### src/rtl/timer_pkg.sv
// Shared state and mode encodings for the timer sequencer.
// Pure declarations; no logic.
package timer_pkg;

  typedef enum logic [1:0] {
    IDLE  = 2'd0,
    RUN   = 2'd1,
    PAUSE = 2'd2,
    DONE  = 2'd3
  } state_e;

  localparam logic MODE_ONESHOT  = 1'b0;
  localparam logic MODE_PERIODIC = 1'b1;

  function automatic logic state_is_busy(input state_e s);
    return (s == RUN) || (s == PAUSE);
  endfunction

endpackage

### src/rtl/timer_counter.sv
// Counter datapath: WIDTH-bit register with synchronous clear (priority) and count enable.
// Output is the register itself, so it updates one cycle after clr/en.
module timer_counter #(
  parameter int WIDTH = 8
) (
  input  logic             clk,
  input  logic             reset,
  input  logic             clr,
  input  logic             en,
  output logic [WIDTH-1:0] count
);

  logic [WIDTH-1:0] count_d;
  logic [WIDTH-1:0] count_q;

  always_comb begin
    count_d = count_q;
    if (clr) begin
      count_d = '0;
    end else if (en) begin
      count_d = count_q + 1'b1;
    end
  end

  always_ff @(posedge clk or posedge reset) begin
    if (reset) begin
      count_q <= '0;
    end else begin
      count_q <= count_d;
    end
  end

  assign count = count_q;

endmodule

### src/rtl/timer_sequencer.sv
// Sequences the counter: start/stop/pause, prescaled stepping, one-shot/periodic terminal tick.
// All outputs registered; priority stop > start > pause.
module timer_sequencer
  import timer_pkg::*;
#(
  parameter int WIDTH     = 8,
  parameter int PRE_WIDTH = 8
) (
  input  logic                 clk,
  input  logic                 reset,
  input  logic                 start,
  input  logic                 stop,
  input  logic                 pause,
  input  logic                 mode,
  input  logic [PRE_WIDTH-1:0] prescale,
  input  logic [WIDTH-1:0]     limit,
  output logic [WIDTH-1:0]     count,
  output logic                 tick,
  output logic                 busy,
  output logic                 done
);

  state_e               state_d, state_q;
  logic [PRE_WIDTH-1:0] presc_d, presc_q;
  logic                 mode_d, mode_q;
  logic [PRE_WIDTH-1:0] pre_d, pre_q;
  logic [WIDTH-1:0]     lim_d, lim_q;
  logic                 tick_d, tick_q;
  logic                 busy_d, busy_q;
  logic                 done_d, done_q;
  logic                 cnt_clr;
  logic                 cnt_en;
  logic                 step;
  logic                 terminal;

  assign step     = (presc_q == pre_q);
  assign terminal = (count == lim_q);

  always_comb begin
    state_d = state_q;
    presc_d = presc_q;
    mode_d  = mode_q;
    pre_d   = pre_q;
    lim_d   = lim_q;
    tick_d  = 1'b0;
    cnt_clr = 1'b0;
    cnt_en  = 1'b0;

    if (stop) begin
      state_d = IDLE;
      presc_d = '0;
    end else if (start) begin
      mode_d  = mode;
      pre_d   = prescale;
      lim_d   = limit;
      presc_d = '0;
      cnt_clr = 1'b1;
      state_d = RUN;
    end else begin
      case (state_q)
        // Leaving PAUSE counts as a live RUN cycle, so a pause of N cycles delays by exactly N.
        RUN, PAUSE: begin
          if (pause) begin
            state_d = PAUSE;
          end else begin
            state_d = RUN;
            if (step) begin
              presc_d = '0;
              if (terminal) begin
                tick_d = 1'b1;
                if (mode_q == MODE_PERIODIC) begin
                  cnt_clr = 1'b1;
                end else begin
                  state_d = DONE;
                end
              end else begin
                cnt_en = 1'b1;
              end
            end else begin
              presc_d = presc_q + 1'b1;
            end
          end
        end
        default: begin
        end
      endcase
    end

    busy_d = state_is_busy(state_d);
    done_d = (state_d == DONE);
  end

  always_ff @(posedge clk or posedge reset) begin
    if (reset) begin
      state_q <= IDLE;
      presc_q <= '0;
      mode_q  <= MODE_ONESHOT;
      pre_q   <= '0;
      lim_q   <= '0;
      tick_q  <= 1'b0;
      busy_q  <= 1'b0;
      done_q  <= 1'b0;
    end else begin
      state_q <= state_d;
      presc_q <= presc_d;
      mode_q  <= mode_d;
      pre_q   <= pre_d;
      lim_q   <= lim_d;
      tick_q  <= tick_d;
      busy_q  <= busy_d;
      done_q  <= done_d;
    end
  end

  timer_counter #(
    .WIDTH(WIDTH)
  ) u_counter (
    .clk  (clk),
    .reset(reset),
    .clr  (cnt_clr),
    .en   (cnt_en),
    .count(count)
  );

  assign tick = tick_q;
  assign busy = busy_q;
  assign done = done_q;

endmodule

### config.mk
export PLATFORM = sky130hd
export DESIGN_NAME = timer_sequencer
export DESIGN_NICKNAME = d
export VERILOG_FILES = /design/src/rtl/timer_pkg.sv /design/src/rtl/timer_counter.sv /design/src/rtl/timer_sequencer.sv
export SDC_FILE = /design/constraint.sdc
export NUM_CORES = 1
export LEC_CHECK = 0
export CAP_MARGIN = 20
export CORE_MARGIN = 2
export CORE_UTILIZATION = 40
export CTS_CLUSTER_SIZE = 14
export DETAILED_ROUTE_END_ITERATION = 10
export PLACE_DENSITY = 0.65
export SLEW_MARGIN = 20
export SYNTH_ARGS = -nofsm -noshare
export SYNTH_HDL_FRONTEND = slang
export SYNTH_HIERARCHICAL = 1
export SYNTH_SLANG_ARGS = --single-unit
### constraint.sdc
create_clock -name clk -period 3 [get_ports clk]
set_input_delay 0.6 -clock clk [delete_from_list [all_inputs] [get_ports clk]]
set_output_delay 0.6 -clock clk [all_outputs]
set_load 0.03 [all_outputs]
# After elaboration in Yosys (flattened, before gate mapping)
# Cells that the tools add are included.
op_classes:
  muxes: 33
  n_bitwise: 1
  n_addsub: 2
  reduce_logical: 6
  n_eq_ne: 8
op_table:
  columns: ["operator", "count"]
  rows:
  - ["8-bit 2-to-1 mux", 7]
  - ["1-bit 2-to-1 mux", 19]
  - ["8-bit by 1-bit adder with 8-bit output, second input constant", 2]
  - ["8-bit equality test", 2]
  - ["2-bit 2-to-1 mux", 7]
  - ["2-bit equality test, second input constant", 3]
  - ["2-bit by 1-bit equality test with 1-bit output, second input constant", 2]
  - ["2-bit AND reduction", 2]
  - ["3-bit inequality test, second input constant", 1]
  - ["3-bit nonzero test", 1]
  - ["2-bit nonzero test", 1]
  - ["2-bit OR reduction", 1]
  - ["1-bit logical OR", 1]
  - ["1-bit NOT", 1]
totals:
  input_bits: 22
  word_cells: 59
  register_bits: 38

# Logic depth before layout (Yosys ltp)
# Gate-level depths: netlist (run 1).
depth:
  ltp_word: 9
  ltp_mapped: 9
  depth_no_buf: 7

# By module
# Netlist (run 1), hierarchy kept.
by_module_without_submodules:
  columns: ["module", "area_per_inst_um2", "n_inst", "seq_area_each_um2", "cells_each"]
  rows:
  - ["timer_sequencer", 1540.2, 1, 750.7, 136]
  - ["timer_counter", 400.4, 1, 200.2, 38]

# Worst setup path before layout (run 1)
# No wires, ideal clock.
synth_timing:
  path_type: "register to register"
  startpoint: "register u_counter.count_q[2], in the netlist u_counter/count[2]"
  endpoint: "register u_counter.count_q[5], in the netlist u_counter/count[5]"
  arrival_ps: 2317
  n_path_buf: 1
  period_less_slack_ps: 2395
  slack_ps: 605
  path_stages_with_launch: 9
  cell_sequence: "dfrtp_1 xor2_1 nor4_1 nand2_1 o41ai_2 buf_4 o2111ai_4 or3_1 a21oi_1"
synth_between:
  elab_chain_cells: 8
synth_rtl:
  columns: ["element", "line", "source"]
  rows:
  - ["start: declaration", "timer_counter.sv:14", "logic [WIDTH-1:0] count_q;"]
  - ["start signal: assignment", "timer_counter.sv:29", "count_q <= count_d;"]
  - ["8-bit equality test (*)", "timer_sequencer.sv:37", "assign terminal = (count == lim_q);"]
  - ["1-bit 2-to-1 mux (*)", "timer_sequencer.sv:69", "if (terminal) begin"]
  - ["1-bit 2-to-1 mux (*)", "timer_sequencer.sv:67", "if (step) begin"]
  - ["1-bit 2-to-1 mux (*)", "timer_sequencer.sv:63", "if (pause) begin"]
  - ["1-bit 2-to-1 mux (*)", "timer_sequencer.sv:60", "case (state_q)"]
  - ["1-bit 2-to-1 mux (*)", "timer_sequencer.sv:52", "end else if (start) begin"]
  - ["1-bit 2-to-1 mux (*)", "timer_sequencer.sv:49", "if (stop) begin"]
  - ["named net cnt_clr", "timer_sequencer.sv:31", "logic cnt_clr;"]
  - ["8-bit 2-to-1 mux or 2-bit nonzero test (tied branches)", null, null]
# Mark *: on every way through the listed nets, which the timed path passes. The rest lies on a longest branch. The select of a mux whose other input is x is not followed.
# A chain may end at the register's enable or synchronous reset.

# Final worst setup path (run 1)
layout_timing:
  startpoint: "register presc_q[0]"
  endpoint: "register u_counter.count_q[5], in the netlist u_counter/count[5]"
layout_between:
  elab_chain_cells: 7
layout_rtl:
  columns: ["element", "line", "source"]
  rows:
  - ["start: declaration", "timer_sequencer.sv:24", "logic [PRE_WIDTH-1:0] presc_d, presc_q;"]
  - ["start signal: assignment", "timer_sequencer.sv:105", "presc_q <= presc_d;"]
  - ["8-bit equality test (*)", "timer_sequencer.sv:36", "assign step = (presc_q == pre_q);"]
  - ["1-bit 2-to-1 mux (*)", "timer_sequencer.sv:67", null]
  - ["1-bit 2-to-1 mux (*)", "timer_sequencer.sv:63", null]
  - ["1-bit 2-to-1 mux (*)", "timer_sequencer.sv:60", null]
  - ["1-bit 2-to-1 mux (*)", "timer_sequencer.sv:52", null]
  - ["1-bit 2-to-1 mux (*)", "timer_sequencer.sv:49", null]
  - ["named net cnt_clr", "timer_sequencer.sv:31", null]
  - ["8-bit 2-to-1 mux or 2-bit nonzero test (tied branches)", null, null]
# Mark *: on every way through the listed nets, which the timed path passes. The rest lies on a longest branch.

==> impl_metrics.csv, run 1 <==
group,metric,value,unit
synthesis,yosysWarnings,6,
synthesis,syn_nets,199,
worst_hold_path,hold_end,"lim_q[3]",
sta,rsz0062_at_grt,"no",
floorplan,core,4692,sq um
run,drv.max_cap_violation_count,0,
critical_path,worst_path_largest_cell_delay,470,ps
sta,setup_viol,0,
sta,slew_violations,0,
critical_path,crit_buf_inv,0,
drt,drc,0,
layout,area_growth,24.05,%
cts,cts_tree,"yes",
critical_path,reg2reg_slack,400,ps
drt,detailedRoute.firstIterationViolations,129,
drt,via_per_inst,5.491,
grt,antenna_found_initial,0,
drt,routed_wl,4025,um
synthesis,post-synth-top-area-cell,"dfrtp_1",
critical_path,worst-setup-path-type,"reg2reg",
critical_path,crit_required,3210,ps
drt,wl_per_cell,15.19,um
critical_path,worstSetupEndpointType,"flip-flop",
sta,fmax,384.5,MHz
cts,cts.repair.resized,0,
critical_path,cpMaxStageDelayCell,"dfrtp_1",
synthesis,synth.area.top_cells,"dfrtp_1 (49%), mux2_2 (9.9%), xnor2_1 (5.0%)",
placement,port_buffers,32,
cts,insertion_delay,280,ps
cts,cts_max_level,2,
sta,fin_skew,6.615,ps
sta,setup_tns,0,ps
sta,layout_min_cycle_time,2601,ps
placement,place.gp.congestion,0.9351,
floorplan,initial_core_util,0.4136,
floorplan,die_area,5424,sq um
sta,max_slew_margin,0.6870,
synthesis,synth_top_area_share,0.4900,
layout,finalNetCount,236,
cts,clock_sinks,38,
critical_path,r2r_cells,7,
grt,grt_use_total,0.1689,
grt,grt_overflow,0,
pwr,powerDensity,437.7,nW/um^2
worst_hold_path,hold_depth,1,
drt,first_pass_iters,4,
floorplan,rows,25,
critical_path,start_kind,"flip-flop",
layout,n_fill_cell,430,
critical_path,crit-reg2reg-capture,"u_counter/count[5]",
sta,worst_pin_slew,465.2,ps
worst_hold_path,worstHoldStart,"lim_q[3]",
pwr,ir_drop,0.0002281,V
worst_hold_path,hp-class,"reg2reg",
critical_path,worst-path-max-fanout,7,
cts,cts_setup_buffers,0,
cts,holdBufCountCts,0,
synthesis,synth_area_per_cell,11.15,sq um
sta,period_share,0.8669,
synthesis,syn_area,1941,sq um
synthesis,ys_ff_latch,38,
cts,cts_buffers,5,
sta,timing.final.ws_setup,399.4,ps
layout,drive_above_1_share,0.1659,
floorplan,die_y,73.65,um
outcome,status,"completed",
cts,cts-root-buf,"clkbuf_8",
synthesis,synth_seq_area_share,0.4900,
drt,via_count,1455,
placement,dp_hpwl,3038,um
grt,grt_max_degree,27,
grt,grt_pass1_wl,6962,um
sta,final_hold_viol_count,0,
grt,grt_pass1_vias,1487,
critical_path,crit_cells,7,
critical_path,critical_path_arrival,2810,ps
pwr,p_leak,0.9501,nW
floorplan,ioPinCount,33,
drt,ant_nets,0,
synthesis,ys_types,37,
critical_path,cp_top_family,"simple AND/OR/NAND/NOR gates",
floorplan,die_x,73.65,um
layout,diodes,0,
critical_path,reg2reg_from,"presc_q[0]",
cts,clockBufferDepth,2,
cts,cts.clk_slew.worst_paths,70,ps
synthesis,synthCells,174,
placement,dp_slack,266.8,ps
critical_path,cp_cell_sequence,"xnor2_1 -> nand4_1 -> or2_1 -> o41ai_2 -> o2111ai_4 -> or3_1 -> a21oi_1",
routing by layer:
metal	global-route usage	vias up	wire length, um
li1	-	692	-
met2	0.2619	47	1992
met4	0.07475	0	77
met1	0.2250	708	1773
met5	0	-	0
met3	0.03978	8	181
cells in the mapped netlist, drive strengths merged:
master   number
nand4b        1
nand2         9
nand4         5
o21ai         8
or4           2
nor4          3
ha            3
nand2b        1
o211ai        1
mux2i         1
o41ai         1
xor2         11
mux2         17
inv           3
or2           3
nand4bb       1
o22ai         1
dfrtp        38
xnor2        11
buf           6
nand3         5
a21oi        11
o31ai         3
o2111ai       2
nor2         11
o21a          1
nor2b         2
clkbuf        2
nor4b         2
and4          1
or3           7
nor3          1
report_power, final:
part	switching, mW	internal (mW)	total, mW	leakage (nW)
Sequential	0.0274	0.550	0.577	0.490
Combinational	0.0665	0.0870	0.154	0.422
Clock	0.163	0.160	0.323	0.0383
cell families after synthesis:
logic type | synth area share
AOI/OAI and AO/OA | 0.1051
xor gates and xnor gates | 0.09929
adders and majority gates | 0.01934
buffers and inverters | 0.02772
DFF | 0.4900
muxes | 0.1038
and+or+nand+nor | 0.1547
metrics by stage:
step | std cells | hold slack (ps) | utilization | power (mW) | instance area, sq um
floorplan | 174 | 415.7 | - | 0.6804 | 1941
global placement | 258 | 511.7 | 0.4968 | 0.7351 | 2331
detailed placement | 258 | 516.1 | 0.4968 | 0.7442 | 2331
CTS | 265 | 532.1 | 0.5131 | 1.072 | 2407
global route | 265 | 550.5 | 0.5131 | 1.116 | 2407
finish | 265 | 532.3 | 0.5131 | 1.054 | 2407
registers in the layout, indices dropped and copies added (netlist names):
name / cells
done: 1
busy: 1
presc_q: 8
tick: 1
pre_q: 8
u_counter/count: 8
state_q: 2
mode_q: 1
lim_q: 8
layout by cell type, fill, tap and decap left out, types with 2 or more instances in the layout:
cell	n
o21ai_0	8
nor4_1	3
or2_2	2
ha_1	3
inv_1	3
or3_1	5
mux2_2	17
dfrtp_1	38
buf_4	6
nor2b_1	2
xnor2_1	11
or4_1	2
xor2_1	11
clkbuf_8	5
nor4b_1	2
o31ai_1	2
nand2_1	9
or3_2	2
clkbuf_1	2
nand3_1	5
a21oi_1	11
nor2_1	11
nand4_1	5
clkdlybuf4s50_1	32
area by class of cell:
cell class              instances  area (sq um)  share of cell area
well taps                      54         67.56             0.02807
multi-input cells             125         935.9              0.3888
inverters                       3         11.26            0.004678
flip-flops and latches         38         950.9              0.3950
repair buffers                 38         365.4              0.1518
clock buffers                   7         76.32             0.03170
worst max-delay path by stage:
stage,from,slack [ps],end
after global routing,presc_q[0],210,u_counter/count[5]
final,presc_q[0],400,u_counter/count[5]
after detailed placement,stop,270,u_counter/count[7]
after global placement,stop,310,u_counter/count[7]
after CTS,presc_q[0],390,u_counter/count[7]
after floorplan,u_counter/count[2],610,u_counter/count[5]
worst register-to-register path: stages, from the launching register on:
cell	delay (ps)
dfrtp_1	470
xnor2_1	200
nand4_1	310
or2_1	370
o41ai_2	470
o2111ai_4	200
or3_1	370
a21oi_1	150
Note: power is estimated with default switching activity, not from simulation.
==> inputs of run 2 (changes only) <==
- GPL_TIMING_DRIVEN: default -> 0
==> run 2 against run 1 <==
  * Sequential power is essentially flat
  * Hold slack worse by 5.9 ps
  * Via count decreased by 2.5%
  * Core utilization is 0.053 points lower
  * Fmax down 6.3%
  * Final cell count rose by 0.75%
  * Power down 0.71%
  * Largest cell class unchanged
==> impl_metrics.csv, run 2 (same netlist as run 1, synthesis figures left out) <==
group,metric,value,unit
outcome,status,"completed",
layout,n_fill_cell,423,
cts,holdBufCountCts,0,
pwr,totalPowerFinal,1.046,mW
grt,grt_overflow,0,
layout,final_cell_mix,"dfrtp_1 (38), clkdlybuf4s50_1 (32), mux2_2 (17)",
cts,cts_max_level,2,
sta,worst_pin_slew,611.7,ps
layout,layout.cells.most_common,"dfrtp_1",
layout,multiInputGateArea,935.9,sq um
pwr,p_int,0.7945,mW
pwr,p_leak,0.9532,nW
floorplan,die_area,5424,sq um
layout,regArea,950.9,sq um
critical_path,worstSetupEndpointType,"flip-flop",
pwr,p_comb_frac,0.143,
layout,diodes,0,
grt,grt_pass1_wl,6341,um
sta,rsz0062_at_grt,"no",
floorplan,initial_core_util,0.4136,
cts,cts.repair.resized,0,
drt,first_pass_iters,4,
floorplan,die_y,73.65,um
pwr,ir_drop,0.0002523,V
grt,grt_max_degree,31,
cts,cts.clk_slew.worst_paths,70,ps
run,drv.max_cap_violation_count,0,
cts,clockBufferDepth,2,
floorplan,ioPinCount,33,
grt,antenna_found_initial,0,
sta,setup_viol,0,
cts,cts_setup_buffers,0,
sta,layout_min_cycle_time,2775,ps
sta,fin_skew,5.812,ps
critical_path,critical_path_arrival,2990,ps
sta,fmax,360.3,MHz
pwr,switching_share,0.2407,
drt,ant_nets,0,
layout,finalNetCount,238,
drt,drc,0,
critical_path,worst-path-max-fanout,9,
layout,area_growth,23.92,%
drt,detailedRoute.firstIterationViolations,55,
sta,max_slew_margin,0.5916,
critical_path,worst-setup-path-type,"in2reg",
grt,grt_pass1_vias,1381,
floorplan,core,4692,sq um
sta,period_share,0.9252,
critical_path,start_kind,"input port",
layout,drive_above_1_share,0.1690,
floorplan,die_x,73.65,um
cts,cts_tree,"yes",
pwr,powerDensity,435.1,nW/um^2
sta,final_hold_viol_count,0,
placement,place.gp.congestion,0.8195,
cts,insertion_delay,280,ps
cts,cts-root-buf,"clkbuf_8",
floorplan,rows,25,
sta,slew_violations,0,
pwr,power_frac_clock,0.307,
placement,dp_hpwl,2690,um
placement,post-place-cells,260,
cts,clock_sinks,38,
drt,via_per_inst,5.311,
cts,cts_buffers,5,
grt,grt_use_total,0.1540,
pwr,sequentialPowerShare,0.550,
drt,via_count,1418,
pwr,switchingPower,0.2518,mW
layout,fin_cells,267,
drt,wl_per_cell,13.82,um
critical_path,crit_required,3210,ps
drt,routed_wl,3690,um
placement,port_buffers,32,
worst_hold_path,hp-class,"reg2reg",
==> run 2: changes by cell type in the layout (fill, tap and decap cells not counted) <==
cell and delta:
buf_2 +4, buf_4 -4, clkbuf_1 +2, inv_1 -1
inv_2 +1
==> run 2: final timing paths <==
kind / start / end / slack [ps] / depth (start not counted)
setup / recovery: pause / u_counter/count[5] / 220 / 8
hold / removal: lim_q[1] / lim_q[1] / 530 / 1
setup reg to reg: presc_q[2] / u_counter/count[5] / 320 / 9
hold reg to reg: lim_q[1] / lim_q[1] / 530 / 1
max in group asynchronous: reset / pre_q[1] / 1850 / 2
min in group asynchronous: reset / u_counter/count[3] / 610 / 2
==> run 2: metal layers <==
metal  GRT usage  routed length (um)
met1      0.2117                1797
met2      0.2351                1732
met3     0.04115                 123
met4     0.05455                  37
met5           0                   0
==> run 2: critical path, cell delays in order <==
cell             delay [ps]
clkdlybuf4s50_1         520
or2_2                   330
clkbuf_1                220
o41ai_2                 380
buf_4                   230
o2111ai_4               170
or3_1                   390
a21oi_1                 150
==> run 2: final cells by class <==
type / count / area share
Buffer: 8 / 0.01769
Clock buffer: 7 / 0.03174
Inverter: 3 / 0.004683
Multi-Input combinational cell: 125 / 0.3892
Sequential cell: 38 / 0.3954
Tap cell: 54 / 0.02810
Timing Repair Buffer: 32 / 0.1332
==> run 2: power groups by stage <==
stage	registers, mW	logic (mW)	clock network (mW)
final	0.576	0.149	0.322
after global routing	0.581	0.166	0.354
after CTS	0.576	0.152	0.334
after detailed placement	0.586	0.152	0
after global placement	0.586	0.149	0
after floorplan	0.583	0.0972	0
==> run 2: metrics by stage <==
step | instance area (sq um) | hold slack [ps] | setup WS [ps] | TNS, ps | util
after floorplan | 1941 | 415.7 | 605.3 | 0 | -
after global placement | 2328 | 513.6 | -16.43 | -30.56 | 0.4963
after detailed placement | 2328 | 518.7 | -50.23 | -97.26 | 0.4963
after CTS | 2405 | 533.6 | 244.6 | 0 | 0.5125
after global routing | 2405 | 545.5 | 79.47 | 0 | 0.5125
final | 2405 | 526.4 | 224.5 | 0 | 0.5125
==> inputs of run 3 (changes only) <==
- CAP_MARGIN: 20 -> default
- HOLD_SLACK_MARGIN: default -> 0.05
==> results of run 3 <==
Final layout, timing and power as in run 2 (identical DEF).
==> variant 1: new RTL, config.mk and constraints of run 2 <==
The 4 states of `state_e` get a one-hot encoding in 4 bits.
--- a/src/rtl/timer_pkg.sv
+++ b/src/rtl/timer_pkg.sv
@@ -2,11 +2,11 @@
 // Pure declarations; no logic.
 package timer_pkg;
 
-  typedef enum logic [1:0] {
-    IDLE  = 2'd0,
-    RUN   = 2'd1,
-    PAUSE = 2'd2,
-    DONE  = 2'd3
+  typedef enum logic [3:0] {
+    IDLE  = 4'b0001,
+    RUN   = 4'b0010,
+    PAUSE = 4'b0100,
+    DONE  = 4'b1000
   } state_e;
 
   localparam logic MODE_ONESHOT  = 1'b0;
Behaviour: same outputs for any inputs over 10 cycles, from zero or initial values and one cycle with reset high; not proved beyond that.
==> variant 1 against run 2 <==
Global-route usage is 0.25 points lower. Non-clock buffer count fell by 5. Sequential cell count increased by 2. Design area grew 3.0%. Synthesized area increased by 1.5%. Count of clock-buffer cells in the layout shrank 2. Setup slack gained 0.062 ns. Combinational power decreased by 14%. Routed wire length down 0.95%. Total power up 12%. First-iteration DRC count rose by 16%. Via count shrank 2.9%. Register-to-register slack got worse by 0.03 ns. Critical endpoint is now u_counter/count[7]$_DFFE_PP0P_. Largest cell class unchanged.
==> variant 1: results (changes against run 2) <==
outcome finished clean; DR iter-0 viols 64 (+16%); top cells by instance count after synthesis dfrtp_1, xor2_1, mux2_1; Post-Synth Adder-Cell Area 1.27% (-0.66 points); Critical Path Source u_counter/count[2]$_DFFE_PP0P_; Fin Hold WS 0.509 ns (-0.0170 ns); syn nets 196 (-1.5%); Post-DP HPWL 2780 µm (+3.4%); Place WS 0.208 ns (+0.258 ns); Clock Skews 0.00690 ns (+0.00108 ns); Nets 234 (-1.7%); Combinational Power 0.128 mW (-14%); wl on met1 1790 µm (-0.67%); r2r startpoint u_counter/count[2]$_DFFE_PP0P_; final wirelength 3660 µm (-0.95%); GP Congestion 0.720 (-12%); WL met3 154 µm (+25%); min Tclk post-route 2.71 ns (-0.0624 ns); VDD IR max 0.346 mV (+37%); Slew headroom 52.2% (-7.0 points); Cell Area, Placed 2360 µm² (+1.6%); final cell count without fillers 278 (+4.1%); R2R setup slack 0.29 ns (-0.03 ns); Pwr Density 474 nW/µm² (+9.0%); Setup crit end u_counter/count[7]$_DFFE_PP0P_; Hold Path End pre_q[1]$_DFFE_PP0P_; PortBufs 31 (-3.1%); largest net degree at the start of global routing 33 (+6.5%); Syn Area/Cell 11.5 µm² (+2.7%); first-pass GRT wire length 6400 µm (+0.98%); xor and xnor area share after synthesis 11.6% (+1.6 points); layout cells sized above 1 9.00% (-7.9 points); Synth Area in Compound Gates 9.08% (-1.4 points); DP Cell Count 270 (+3.8%); Worst Hold Launch pre_q[1]$_DFFE_PP0P_; gr usage total 15.2% (-0.25 points); Clock Power Share 37.6% (+6.9 points); Detail Route met2 WL 1680 µm (-3.2%); mux contribution to synthesized area 10.2% (-0.16 points)
[variant 1: cell types whose count changed in the layout (fill, tap and decap cells not counted), moves of 3 or more]
cell / delta
buf_2: -3
a21oi_1: -4
o21ai_1: +4
mux2_1: +17
o21ai_0: -5
nand2_1: +3
clkbuf_1: -3
xor2_1: +13
xnor2_1: -9
nor2_1: +5
mux2_2: -17
[variant 1: metal layers]
metal	up-vias	GRT usage, %
met5	-	0
met4	0	3.64
met3	7	4.20
met2	27	24.0
met1	659	20.8
li1	684	-
[variant 1: final cells by class]
type                       count  area, µm²
clock buffer                   5       68.8
inverter                       4       15.0
timing repair buffer          31        310
buffer                         4       23.8
tap                           67       83.8
sequential                    40       1000
clock inverter                 3       42.5
multi-input combinational    124        930
fill                         426       2250
[variant 1: worst max-delay path, cell delays in order, from the launching register on]
cell,delay (ns)
dfrtp_1,0.49
xor2_1,0.18
nor4_1,0.54
nand4_1,0.24
o21a_1,0.24
nor2_1,0.08
buf_4,0.18
o2111ai_4,0.17
or3_1,0.38
a21oi_1,0.14
==> variant 2: new RTL, config.mk and constraints of run 2 <==
Without the edit above. Change the parameter `PRE_WIDTH` from 8 to 6.
--- a/src/rtl/timer_sequencer.sv
+++ b/src/rtl/timer_sequencer.sv
@@ -4,7 +4,7 @@
   import timer_pkg::*;
 #(
   parameter int WIDTH     = 8,
-  parameter int PRE_WIDTH = 8
+  parameter int PRE_WIDTH = 6
 ) (
   input  logic                 clk,
   input  logic                 reset,
Interface: changed (resized prescale); port bits go from 33 to 31. No check against the original RTL was run, so the function may have changed too.
==> variant 2 against run 2 <==
Setup slack better by 0.14 ns. Critical path depth rose by 1. Sequential cell count down 4. Critical endpoint is now u_counter/count[7]$_DFFE_PP0P_. Register-to-register slack better by 0.22 ns. Fmax up 5.3%. Total power fell by 4.7%. First-iteration DRC count rose by 69%. Routed wire length is 5.3% lower. Synthesized area decreased by 12%. Design area shrank 9.5%.
==> variant 2: results (changes against run 2) <==
outcome finished clean; R2R setup slack 0.54 ns (+0.22 ns); Slew headroom 64.7% (+5.6 points); final core occ 53.6% (+2.4 points); CP peak stage delay 0.48 ns (-0.04 ns); PortBufs 30 (-6.3%); Crit path max-delay family simple AND/OR/NAND/NOR gates; Worst Hold Launch pre_q[0]$_DFFE_PP0P_; Post-DP HPWL 2610 µm (-2.9%); Place WS 0.0957 ns (+0.146 ns); GP Congestion 0.797 (-2.7%); Data arrival, critical path 2.84 ns (-0.15 ns); Fillers 353 (-17%); Fin Hold WS 0.531 ns (+0.00463 ns); final wirelength 3490 µm (-5.3%); Nets 216 (-9.2%); post-synthesis sequential area ratio 49.9% (+0.85 points); average vias per placed instance 5.28 (-0.53%); first-pass GRT wire length 6250 µm (-1.4%); syn nets 178 (-11%); largest net degree at the start of global routing 27 (-13%); top cells by instance count after synthesis dfrtp_1, mux2_2, nor2_1; gr usage total 15.8% (+0.40 points); vias after detailed routing 1289 (-9.1%); Hold WC Path Type reg2reg; Cell Area, Placed 2070 µm² (-11%); DR iter-0 viols 93 (+69%); DP Cell Count 235 (-9.6%); layout cells sized above 1 16.0% (-0.92 points); cell types occupying the most area after synthesis dfrtp_1, mux2_2, xor2_1; Clock Skews 0.0111 ns (+0.00527 ns); VDD IR max 0.240 mV (-4.7%); vias in the first global route 1365 (-1.2%); r2r startpoint presc_q[3]$_DFFE_PP0P_; min Tclk post-route 2.64 ns (-0.139 ns); Pleak 0.905 nW (-5.0%); Syn Area/Cell 11.0 µm² (-1.3%); post-synth cell types 35 (-5.4%)
## variant 2: changes by cell type after synthesis, moves of 3 or more
cell / delta
mux2_2: -3
and3_1: +3
nand3_1: -3
dfrtp_1: -4
a21oi_1: -4
o21ai_0: -3
xnor2_1: -3
## variant 2: metal layers
metal / vias to the layer above / GRT usage (%) / wire [µm]
li1: 624 / - / -
met1: 631 / 21.2 / 1690
met2: 30 / 25.4 / 1640
met3: 4 / 3.20 / 136
met4: 0 / 5.66 / 26
met5: - / 0 / 0
## variant 2: worst paths after layout
check	endpoint	cells after the start
setup / recovery	u_counter/count[7]$_DFFE_PP0P_	9
hold / removal	pre_q[0]$_DFFE_PP0P_	1
setup reg to reg	u_counter/count[7]$_DFFE_PP0P_	9
hold reg to reg	pre_q[0]$_DFFE_PP0P_	1
max in group asynchronous	lim_q[2]$_DFFE_PP0P_	3
min in group asynchronous	tick$_DFF_PP0_	2
## variant 2: cells by family (layout without fill, tap and decap cells)
group                      Yosys count  in the layout  synth area share [%]
AOI/OAI and AO/OA                   20             20                  8.21
xor gates and xnor gates            19             19                  9.75
adders and majority gates            4              4                  2.79
buffers and inverters               11             50                  3.15
DFF                                 34             34                  49.9
muxes                               17             17                  11.0
and+or+nand+nor                     50             50                  15.2
## variant 2: report_power, final
| group | switching [mW] | leakage, nW | internal, mW |
|---|---|---|---|
| clock network | 0.156 | 0.0482 | 0.185 |
| registers | 0.0240 | 0.439 | 0.492 |
| logic | 0.0624 | 0.418 | 0.0776 |
| total | 0.243 | 0.905 | 0.755 |
## variant 2: area by class of cell
class                      instances  area share, %
sequential                        34           39.1
multi-input combinational        110           36.9
timing repair buffer              31           14.5
clock buffer                       7           3.97
tap                               50           2.88
buffer                             7           1.78
inverter                           4          0.690
clock inverter                     1          0.230
